$ cat src/rtl/vmode_pkg.sv
// vmode_pkg: loader states, register map, control bit positions and video timing presets
package vmode_pkg;

    typedef enum logic [2:0] {
        S_IDLE,
        S_DISABLE,
        S_WRITE,
        S_VERIFY,
        S_ENABLE,
        S_DONE
    } state_t;

    // Timing registers occupy 0..15 (lo/hi byte pairs), control sits at 16
    localparam logic [4:0] ADDR_TIMING_BASE = 5'd0;
    localparam logic [4:0] ADDR_CTRL        = 5'd16;
    localparam logic [3:0] LAST_TIMING_IDX  = 4'd15;

    localparam int CTL_ACTIVE = 0;
    localparam int CTL_HDMI   = 1;
    localparam int CTL_VGA    = 2;
    localparam int CTL_HPOL   = 3;
    localparam int CTL_VPOL   = 4;

    // Field order [7:0]: v_tot-1, v_se, v_ss, v_act, h_tot-1, h_se, h_ss, h_act
    typedef logic [7:0][11:0] preset_t;

    localparam preset_t MODE0 = {12'd524, 12'd492, 12'd490, 12'd480,
                                 12'd799, 12'd752, 12'd656, 12'd640};
    localparam preset_t MODE1 = {12'd627, 12'd605, 12'd601, 12'd600,
                                 12'd1055, 12'd968, 12'd840, 12'd800};
    localparam preset_t MODE2 = {12'd805, 12'd777, 12'd771, 12'd768,
                                 12'd1343, 12'd1184, 12'd1048, 12'd1024};
    localparam preset_t MODE3 = {12'd749, 12'd730, 12'd725, 12'd720,
                                 12'd1649, 12'd1430, 12'd1390, 12'd1280};

    localparam logic [3:0][7:0][11:0] PRESETS = {MODE3, MODE2, MODE1, MODE0};

    // Bit m set means mode m uses positive sync polarity
    localparam logic [3:0] H_POS = 4'b1010;
    localparam logic [3:0] V_POS = 4'b1010;

    function automatic logic [7:0] ctrl_byte(input logic v_pol, input logic h_pol,
                                             input logic [1:0] out_en);
        logic [7:0] b;
        b             = '0;
        b[CTL_ACTIVE] = 1'b1;
        b[CTL_HDMI]   = out_en[0];
        b[CTL_VGA]    = out_en[1];
        b[CTL_HPOL]   = h_pol;
        b[CTL_VPOL]   = v_pol;
        return b;
    endfunction

endpackage

$ cat src/rtl/vmode_if.sv
// vmode_if: internal register bus between the loader (master) and the video registers (slave)
interface vmode_if;
    logic [4:0] o_addr;
    logic [7:0] o_data;
    logic       o_select;
    logic       o_wr_req;
    logic [7:0] i_data_rd;

    modport master (output o_addr, o_data, o_select, o_wr_req, input  i_data_rd);
    modport slave  (input  o_addr, o_data, o_select, o_wr_req, output i_data_rd);
endinterface

$ cat src/rtl/vmode_rom.sv
// vmode_rom: combinational preset lookup giving the expected register byte, sync polarities and mode validity
module vmode_rom
    import vmode_pkg::*;
(
    input  logic [2:0] i_mode,
    input  logic [3:0] i_idx,
    output logic [7:0] o_byte,
    output logic       o_h_pol,
    output logic       o_v_pol,
    output logic       o_valid
);
    logic [11:0] field;

    // Pick the 12-bit field, then its lo byte or zero-padded hi nibble
    always_comb begin
        field   = PRESETS[i_mode[1:0]][i_idx[3:1]];
        o_byte  = i_idx[0] ? {4'b0, field[11:8]} : field[7:0];
        o_h_pol = H_POS[i_mode[1:0]];
        o_v_pol = V_POS[i_mode[1:0]];
        o_valid = ~i_mode[2];
    end
endmodule

$ cat src/rtl/vmode_loader.sv
// vmode_loader: disables video output, writes and reads back a preset timing mode, then re-enables output
module vmode_loader
    import vmode_pkg::*;
#(
    parameter bit         AUTO_LOAD    = 1'b1,
    parameter int         DEFAULT_MODE = 0,
    parameter logic [1:0] OUT_EN       = 2'b11
) (
    input  logic       i_clk,
    input  logic       i_reset_n,
    input  logic [2:0] i_mode_sel,
    input  logic       i_mode_req,
    output logic       o_busy,
    output logic       o_done,
    output logic       o_err,
    output logic [2:0] o_mode_cur,
    output logic       o_mode_valid,
    vmode_if.master    bus
);
    localparam logic [2:0] DEF_MODE = 3'(DEFAULT_MODE);

    state_t     state_q, state_d;
    logic [3:0] idx_q, idx_d;
    logic       ph_q, ph_d;
    logic [2:0] mode_q, mode_d;
    logic       err_q, err_d;
    logic [2:0] cur_q, cur_d;
    logic       valid_q, valid_d;
    logic       auto_q;

    logic       req;
    logic [2:0] sel;
    logic [2:0] rom_mode;
    logic [7:0] rom_byte;
    logic       rom_h_pol, rom_v_pol, rom_valid;

    // The first cycle after reset release acts as a request for the default mode
    assign req      = i_mode_req | auto_q;
    assign sel      = auto_q ? DEF_MODE : i_mode_sel;
    // In IDLE the ROM validates the incoming selection, otherwise it serves the latched mode
    assign rom_mode = (state_q == S_IDLE) ? sel : mode_q;

    vmode_rom u_rom (
        .i_mode  (rom_mode),
        .i_idx   (idx_q),
        .o_byte  (rom_byte),
        .o_h_pol (rom_h_pol),
        .o_v_pol (rom_v_pol),
        .o_valid (rom_valid)
    );

    // State and status registers
    always_ff @(posedge i_clk or negedge i_reset_n) begin
        if (!i_reset_n) begin
            state_q <= S_IDLE;
            idx_q   <= '0;
            ph_q    <= 1'b0;
            mode_q  <= '0;
            err_q   <= 1'b0;
            cur_q   <= '0;
            valid_q <= 1'b0;
            auto_q  <= AUTO_LOAD;
        end else begin
            state_q <= state_d;
            idx_q   <= idx_d;
            ph_q    <= ph_d;
            mode_q  <= mode_d;
            err_q   <= err_d;
            cur_q   <= cur_d;
            valid_q <= valid_d;
            auto_q  <= 1'b0;
        end
    end

    // Next-state and bus cycle generation; the bus idles at all-zero outside a load
    always_comb begin
        state_d      = state_q;
        idx_d        = idx_q;
        ph_d         = ph_q;
        mode_d       = mode_q;
        err_d        = 1'b0;
        cur_d        = cur_q;
        valid_d      = valid_q;
        bus.o_select = 1'b0;
        bus.o_wr_req = 1'b0;
        bus.o_addr   = '0;
        bus.o_data   = '0;
        case (state_q)
            S_IDLE: begin
                if (req) begin
                    if (rom_valid) begin
                        state_d = S_DISABLE;
                        mode_d  = sel;
                    end else begin
                        err_d = 1'b1;
                    end
                end
            end
            S_DISABLE: begin
                bus.o_select = 1'b1;
                bus.o_wr_req = 1'b1;
                bus.o_addr   = ADDR_CTRL;
                idx_d        = '0;
                ph_d         = 1'b0;
                state_d      = S_WRITE;
            end
            S_WRITE: begin
                bus.o_select = 1'b1;
                bus.o_wr_req = 1'b1;
                bus.o_addr   = ADDR_TIMING_BASE + 5'(idx_q);
                bus.o_data   = rom_byte;
                idx_d        = idx_q + 4'd1;
                if (idx_q == LAST_TIMING_IDX) state_d = S_VERIFY;
            end
            S_VERIFY: begin
                // Phase 0 strobes the read, phase 1 compares the returned byte
                if (!ph_q) begin
                    bus.o_select = 1'b1;
                    bus.o_addr   = ADDR_TIMING_BASE + 5'(idx_q);
                    ph_d         = 1'b1;
                end else begin
                    ph_d  = 1'b0;
                    idx_d = idx_q + 4'd1;
                    if (bus.i_data_rd != rom_byte) begin
                        err_d   = 1'b1;
                        valid_d = 1'b0;
                        state_d = S_IDLE;
                    end else if (idx_q == LAST_TIMING_IDX) begin
                        state_d = S_ENABLE;
                    end
                end
            end
            S_ENABLE: begin
                bus.o_select = 1'b1;
                bus.o_wr_req = 1'b1;
                bus.o_addr   = ADDR_CTRL;
                bus.o_data   = ctrl_byte(rom_v_pol, rom_h_pol, OUT_EN);
                cur_d        = mode_q;
                valid_d      = 1'b1;
                state_d      = S_DONE;
            end
            S_DONE: begin
                state_d = S_IDLE;
            end
            default: begin
                state_d = S_IDLE;
            end
        endcase
    end

    assign o_busy       = (state_q != S_IDLE);
    assign o_done       = (state_q == S_DONE);
    assign o_err        = err_q;
    assign o_mode_cur   = cur_q;
    assign o_mode_valid = valid_q;

endmodule

$ cat src/flat_wrapper.sv
// flat-port wrapper written by rule: the top's interface ports become plain ports
module vmode_loader_flat import vmode_pkg::*;
#(
    parameter bit         AUTO_LOAD    = 1'b1,
    parameter int         DEFAULT_MODE = 0,
    parameter logic [1:0] OUT_EN       = 2'b11
)
  (i_clk, i_reset_n, i_mode_sel, i_mode_req, o_busy, o_done, o_err, o_mode_cur, o_mode_valid, bus_o_addr, bus_o_data, bus_o_select, bus_o_wr_req, bus_i_data_rd);
  vmode_if bus_i ();
  input  logic i_clk;
  input  logic i_reset_n;
  input  logic [2:0] i_mode_sel;
  input  logic i_mode_req;
  output logic o_busy;
  output logic o_done;
  output logic o_err;
  output logic [2:0] o_mode_cur;
  output logic o_mode_valid;
  output wire logic [$bits(bus_i.o_addr)-1:0] bus_o_addr;
  output wire logic [$bits(bus_i.o_data)-1:0] bus_o_data;
  output wire logic [$bits(bus_i.o_select)-1:0] bus_o_select;
  output wire logic [$bits(bus_i.o_wr_req)-1:0] bus_o_wr_req;
  input wire logic [$bits(bus_i.i_data_rd)-1:0] bus_i_data_rd;
  assign bus_o_addr = bus_i.o_addr;
  assign bus_o_data = bus_i.o_data;
  assign bus_o_select = bus_i.o_select;
  assign bus_o_wr_req = bus_i.o_wr_req;
  assign bus_i.i_data_rd = bus_i_data_rd;
  vmode_loader #(.AUTO_LOAD(AUTO_LOAD), .DEFAULT_MODE(DEFAULT_MODE), .OUT_EN(OUT_EN)) u_core (.i_clk(i_clk), .i_reset_n(i_reset_n), .i_mode_sel(i_mode_sel), .i_mode_req(i_mode_req), .o_busy(o_busy), .o_done(o_done), .o_err(o_err), .o_mode_cur(o_mode_cur), .o_mode_valid(o_mode_valid), .bus(bus_i));
endmodule
$ cat config.mk
export PLATFORM = sky130hd
export DESIGN_NAME = vmode_loader_flat
export DESIGN_NICKNAME = d
export VERILOG_FILES = /design/src/rtl/vmode_pkg.sv /design/src/rtl/vmode_if.sv /design/src/rtl/vmode_rom.sv /design/src/rtl/vmode_loader.sv /design/src/flat_wrapper.sv
export SDC_FILE = /design/constraint.sdc
export NUM_CORES = 1
export LEC_CHECK = 0
export CAP_MARGIN = 20
export CORE_ASPECT_RATIO = 1.2
export CORE_UTILIZATION = 40
export CTS_BUF_LIST = sky130_fd_sc_hd__clkbuf_2 sky130_fd_sc_hd__clkbuf_4 sky130_fd_sc_hd__clkbuf_8
export CTS_CLUSTER_SIZE = 28
export DETAILED_ROUTE_END_ITERATION = 7
export DONT_BUFFER_PORTS = 1
export PLACE_DENSITY = 0.64
export SLEW_MARGIN = 10
export SYNTH_ARGS = -nofsm -noshare
export SYNTH_HDL_FRONTEND = slang
export SYNTH_SLANG_ARGS = --single-unit
$ cat constraint.sdc
create_clock -name i_clk -period 3.4 [get_ports i_clk]
set_input_delay 0.51 -clock i_clk [delete_from_list [all_inputs] [get_ports i_clk]]
set_output_delay 0.51 -clock i_clk [all_outputs]
set_load 0.01 [all_outputs]
* Word level (Yosys, flattened, before mapping) *
Index checks and enable logic that the tools add are counted.

storage, ports and cells
  bits in read-only memories = 0
  input port bits = 14
  bits in latches = 0
  register bits after elaboration = 17
  word-level logic and storage cells = 70
  memories kept = 0
  memory bits (writable) = 0
  output and inout port bits = 22

cells by class
  muxes and demuxes = 33
  bitwise operators = 2
  $add $sub $neg = 1
  shift-type cells = 0
  $lt $le $gt $ge = 2
  multiply operators = 0
  div/mod/pow operators = 0
  reductions and logical operators = 11
  eq/ne operators = 13

operators with widths
  cell                 count
  $bmux 96 s2          1
  $mux 96              1
  $bmux 12 s3          1
  $mux 3               8
  $pmux 8 s2           1
  $pmux 3 s5           1
  $pmux 5 s3           1
  $mux 12              1
  $pmux 4 s3           1
  $mux 1               9
  $mux 4               2
  $mux 8               1
  $ne 2x1->1 const B   4
  $ne 8x8->1           1
  $pmux 1 s2           4
  $eq 3x2->1 const B   2
  $eq 3x3->1 const B   2
  $reduce_and 3->1     2
  $reduce_bool 3->1    2
  $reduce_and 5->1     1
  $add 4x1->4 const B  1
  $eq 4x4->1 const B   1
  $lt 3x4->1 const B   1
  $reduce_bool 2->1    2
  other kinds (11)     11

* Logic depth before layout (Yosys ltp) *
  depth in word-level cells = 11
  mapped depth = 14
  gate-level depth less buffers = 13

* Hierarchy *
From an unflattened synthesis, not the netlist that was laid out.

unflattened totals
  cell total of the unflattened synthesis = 217
  area, all modules = 1730.4 um2

modules (own cells, without submodules)
  module        area an instance (um2)  times used  cells an instance  sequential area each (um2)
  vmode_loader  1169.9                  1           130                426.7
  vmode_rom     560.5                   1           87                 0.0

* Worst setup path after synthesis *
No wires, ideal clock.

  kind = flip-flop to output port
  from = register u_core.state_q[0]
  to = output port bus_o_data[3]
  path buffers = 1
  data required time = 2.890 ns
  path slack = 0.154 ns
  arrival time = 2.736 ns
  stages on the path, launching flop included = 12
  path through = dfrtp_1 -> buf_6 -> nor3_4 -> inv_4 -> o21ai_4 -> inv_1 -> ha_1 -> nand3_1 -> a21oi_1 -> a311o_1 -> or3_1 -> a21oi_1

on the way
  cells in the longest elaborated chain, start to end = 8
  elaborated cells on any way between the ends = 12
  those cells by class = eq/ne (2); mux (9); reduce/logical (1)

RTL lines
  what                           RTL line            RTL
  start: declaration             vmode_loader.sv:22  state_t state_q, state_d;
  start signal: assignment       vmode_loader.sv:64  state_q <= state_d;
  $logic_not 3->1                vmode_loader.sv:41  assign rom_mode = (state_q == S_IDLE) ? sel : mode_q;
  $mux 3                         vmode_loader.sv:41
  $bmux 96 s2                    vmode_rom.sv:16     field = PRESETS[i_mode[1:0]][i_idx[3:1]];
  $mux 96 (not written as such)  vmode_rom.sv:16
  $bmux 12 s3                    vmode_rom.sv:16
  $mux 12 (not written as such)  vmode_rom.sv:16
  $mux 8                         vmode_rom.sv:17     o_byte = i_idx[0] ? {4'b0, field[11:8]} : field[7:0];
  $pmux 8 s2 *                   vmode_loader.sv:88  case (state_q)
  end: declaration               flat_wrapper.sv:20  output wire logic [$bits(bus_i.o_data)-1:0] bus_o_data;

Every way passes the cells marked *; elsewhere a longest branch is shown, timed or not. The select of a mux whose other input is x is not followed.

* Final worst setup path *
  from = register u_core.state_q[0]
  to = register u_core.err_q (netlist: u_core.o_err)

on the way
  cells in the longest elaborated chain, start to end = 11
  elaborated cells on any way between the ends = 14
  those cells by class = eq/ne (2); mux (11); reduce/logical (1)

RTL lines
  what                           RTL line                                RTL
  $logic_not 3->1                vmode_loader.sv:41, vmode_loader.sv:88
  $mux 3                         vmode_loader.sv:41
  $bmux 96 s2                    vmode_rom.sv:16
  $mux 96 (not written as such)  vmode_rom.sv:16
  $bmux 12 s3                    vmode_rom.sv:16
  $mux 12 (not written as such)  vmode_rom.sv:16
  $mux 8                         vmode_rom.sv:17
  $ne 8x8->1                     vmode_loader.sv:124                     if (bus.i_data_rd != rom_byte) begin
  $mux 1                         vmode_loader.sv:124
  $mux 1                         vmode_loader.sv:117                     if (!ph_q) begin
  $pmux 1 s2 *                   vmode_loader.sv:88
  via u_core.err_d               vmode_loader.sv:26                      logic err_q, err_d;
  end signal: assignment         vmode_loader.sv:68                      err_q <= err_d;
  end: declaration               vmode_loader.sv:26

The timed path passes the listed nets; every way through them passes the cells marked *. The select of a mux whose other input is x is not followed.
A chain may end at the register's enable or synchronous reset.

==> impl_metrics.py <==
metrics = {
    "run_status": {
        "status": "complete, no violations",
    },
    "worst_setup_path": {
        "crit_slowest_cell": "or3b_2",
        "crit_chain": "o31a_1 -> a21oi_4 -> inv_2 -> buf_4 -> ha_2 -> nand2_1 -> a311oi_2 -> or3b_2 -> o2bb2ai_2 -> o211ai_1 -> nor4_4 -> nor3_2 -> a41o_1",
        "r2r-end": "u_core.o_err$_DFF_PN0_",
        "r2r_cells": 13,
        "path_class": "reg -> reg",
        "cp_max_fo": 7,
        "worst-path-buf-inv": 2,
        "slowest_delay_ns": 0.47,
        "r2r_start": "u_core.state_q[0]$_DFFE_PN0P_",
        "startpoint_type": "flop",
        "end_kind": "flop",
        "critical_path.top_delay_family": "compound AO/OA/AOI/OAI gates",
        "crit_path_start": "u_core.state_q[0]$_DFFE_PN0P_",
        "worst-r2r-setup-slack_ns": 0.10,
        "worstPathRequired_ns": 3.55,
        "arrival_ns": 3.45,
    },
    "timing": {
        "relSlewSlack_pct": 51.3,
        "finalSetupViolations": 0,
        "finalCritPeriodShare_pct": 97.0,
        "clock.fmax_mhz": 303,
        "hold_viol": 0,
        "worst_slew_pin_slew_ns": 0.728,
        "skew_ns": 0.000851,
        "timing.final.crit_period_ns": 3.30,
        "slew_violations": 0,
    },
    "die": {
        "rows": 28,
        "io_pins": 36,
        "core_um2": 4970,
        "design.die.area_um2": 5480,
        "dieHeight_um": 80.9,
        "start_util_pct": 41.7,
        "fp.dieW_um": 67.7,
    },
    "finish": {
        "post-route-util_pct": 48.2,
        "n_antenna_cell": 0,
        "drive_gt1_share_pct": 23.6,
        "area_delta_synth_final_pct": 15.6,
        "num-nets-final": 304,
        "final_common_cell": "buf_4",
        "final_cell_mix": "buf_4 (26), nand2_1 (21), a21oi_1 (20)",
    },
    "clock_tree": {
        "clock_sinks": 17,
        "cts_buffers": 3,
        "clk_latency_ns": 0.25,
        "cts_tree": "yes",
        "cts_root_buf": "clkbuf_8",
        "htree_levels": 1,
        "path_clk_slew_ns": 0.07,
        "cts_max_path_buffers": 2,
    },
    "route": {
        "routedWlPerCell_um": 19.2,
        "drtIter0Drc": 248,
        "post-route-drc-count": 0,
        "wirelength_mm": 6.53,
        "viasPerCell": 6.31,
        "dr.pass1.iters": 4,
        "vias": 2145,
        "ant_nets": 0,
    },
    "logic_synthesis": {
        "synth_adder_area_share_pct": 5.43,
        "yosys_warnings": 0,
        "synth_ff_type": "dfrtp_1",
        "ys_ff_latch": 17,
        "synth_cells": 268,
        "ys_seq_area_share_pct": 20.6,
        "synth-compound-area-share_pct": 34.6,
        "synth-edff-count": 0,
        "synth_top_family_by_area": "compound AO/OA/AOI/OAI gates",
        "synth_simple_gate_area_share_pct": 29.4,
        "synth.distinct_cells": 71,
        "synth_xor_area_share_pct": 0.844,
        "synth.avg_cell_area_um2": 7.74,
        "synth_mux_area_share_pct": 1.57,
        "syn-cell-area_um2": 2070,
        "synth_nets": 291,
        "ys_async_sr_fraction_pct": 100,
    },
    "power": {
        "peakVddDrop_uv": 539,
        "p_leak_uw": 0.000974,
        "p_per_area_nw_per_um2": 995,
        "finalPower_uw": 2390,
    },
    "run": {
        "max_cap_viol_count": 0,
    },
    "global_route": {
        "grt.overflow.total": 0,
        "grt_usage_pct": 24.5,
        "grt_max_degree": 28,
        "grt_pass1_wl_mm": 10.1,
        "grt_pass1_vias": 2087,
        "grt_antenna_before_repair": 0,
    },
    "placed_design": {
        "gp_congestion": 0.921,
        "io_buffers": 0,
        "hpwl_mm": 4.72,
    },
    "worst_hold_path": {
        "min-delay-path-class": "in -> async",
    },
}
## per-layer routing
layer  global-route usage (%)  vias to the layer above  part of all wire [%]
met5                        0                        -                     0
met4                     17.4                        0                   4.7
met3                     2.53                       26                   5.5
met1                     30.3                     1012                    41
met2                     39.0                       82                    49
li1                         -                     1025                     -
## cell usage after synthesis (all sizes together) (9+ instances only)
| library cell | instances | area share, % |
|---|---|---|
| inv | 14 | 2.7 |
| dfrtp | 16 | 19 |
| clkbuf | 9 | 1.6 |
| o21ai | 18 | 4.9 |
| ha | 9 | 5.4 |
| nand3 | 10 | 2.4 |
| nand2 | 21 | 3.8 |
| nor2b | 11 | 3.3 |
| nand2b | 11 | 3.3 |
| nor2 | 13 | 2.4 |
| a21oi | 24 | 6.5 |
| nor3 | 11 | 3.7 |
| buf | 11 | 3.1 |
| and3 | 9 | 2.7 |
## area by class of cell
class | instances | area [um2]
repair buffers | 28 | 216
clock buffers | 3 | 41.3
flip-flops and latches | 17 | 429
fillers | 497 | 2580
inverters | 14 | 55.1
well taps | 60 | 75.1
multi-input cells | 217 | 1570
clock inverters | 1 | 7.51
## state kept, by name, summed over array words and instances (netlist names)
name,count
u_core.o_err,1
u_core.auto_q,1
u_core.idx_q,4
u_core.state_q,3
u_core.o_mode_cur,3
u_core.o_mode_valid,1
u_core.ph_q,1
u_core.mode_q,3
## stage by stage
stage	cells	setup slack, ns	area (um2)	setup TNS (ns)	hold slack (ns)
finish	340	0.104	2400	0	0.0886
global route	340	-0.0289	2400	-0.0430	0.0805
CTS	333	-0.0217	2280	-0.0304	0.0825
detailed placement	328	-0.00303	2200	-0.00303	0.215
global placement	328	0.106	2200	0	0.215
floorplan	268	0.154	2070	0	0.214
## worst max path at each step
stage | endpoint | slack (ns) | cells after the start
3_3_place_gp | u_core.o_err$_DFF_PN0_ | 0.11 | 12
3_5_place_dp | u_core.o_err$_DFF_PN0_ | -0.003 | 12
6_report | u_core.o_err$_DFF_PN0_ | 0.10 | 13
2_1_floorplan | bus_o_data[3] | 0.15 | 11
5_1_grt | u_core.o_err$_DFF_PN0_ | -0.03 | 13
4_1_cts | bus_o_data[3] | -0.02 | 9
## where the power goes
group / leakage, uW / switching, uW / internal (uW)
clock: 0.0000217 / 77.0 / 82.5
combinational: 0.000736 / 1120 / 745
sequential: 0.000216 / 101 / 263
total: 0.000974 / 1290 / 1090
## kinds of logic (layout without fill, tap and decap cells)
family / after synthesis / count (layout)
buffers and inverters: 34 / 46
other: 1 / 1
muxes: 3 / 3
AOI/OAI and AO/OA: 96 / 96
xor gates and xnor gates: 2 / 2
and+or+nand+nor: 106 / 106
adders and majority gates: 9 / 9
DFF: 17 / 17
## timing repair
action / in CTS / in global routing
resized for setup: 4 / 19
hold buffers: 1 / 0
endpoints found under the hold margin: 16 / 0
endpoints found under the setup margin: 3 / 10
pin swaps: 0 / 3
buffers inserted: 0 / 7
Power figures use the tool's default switching activity.
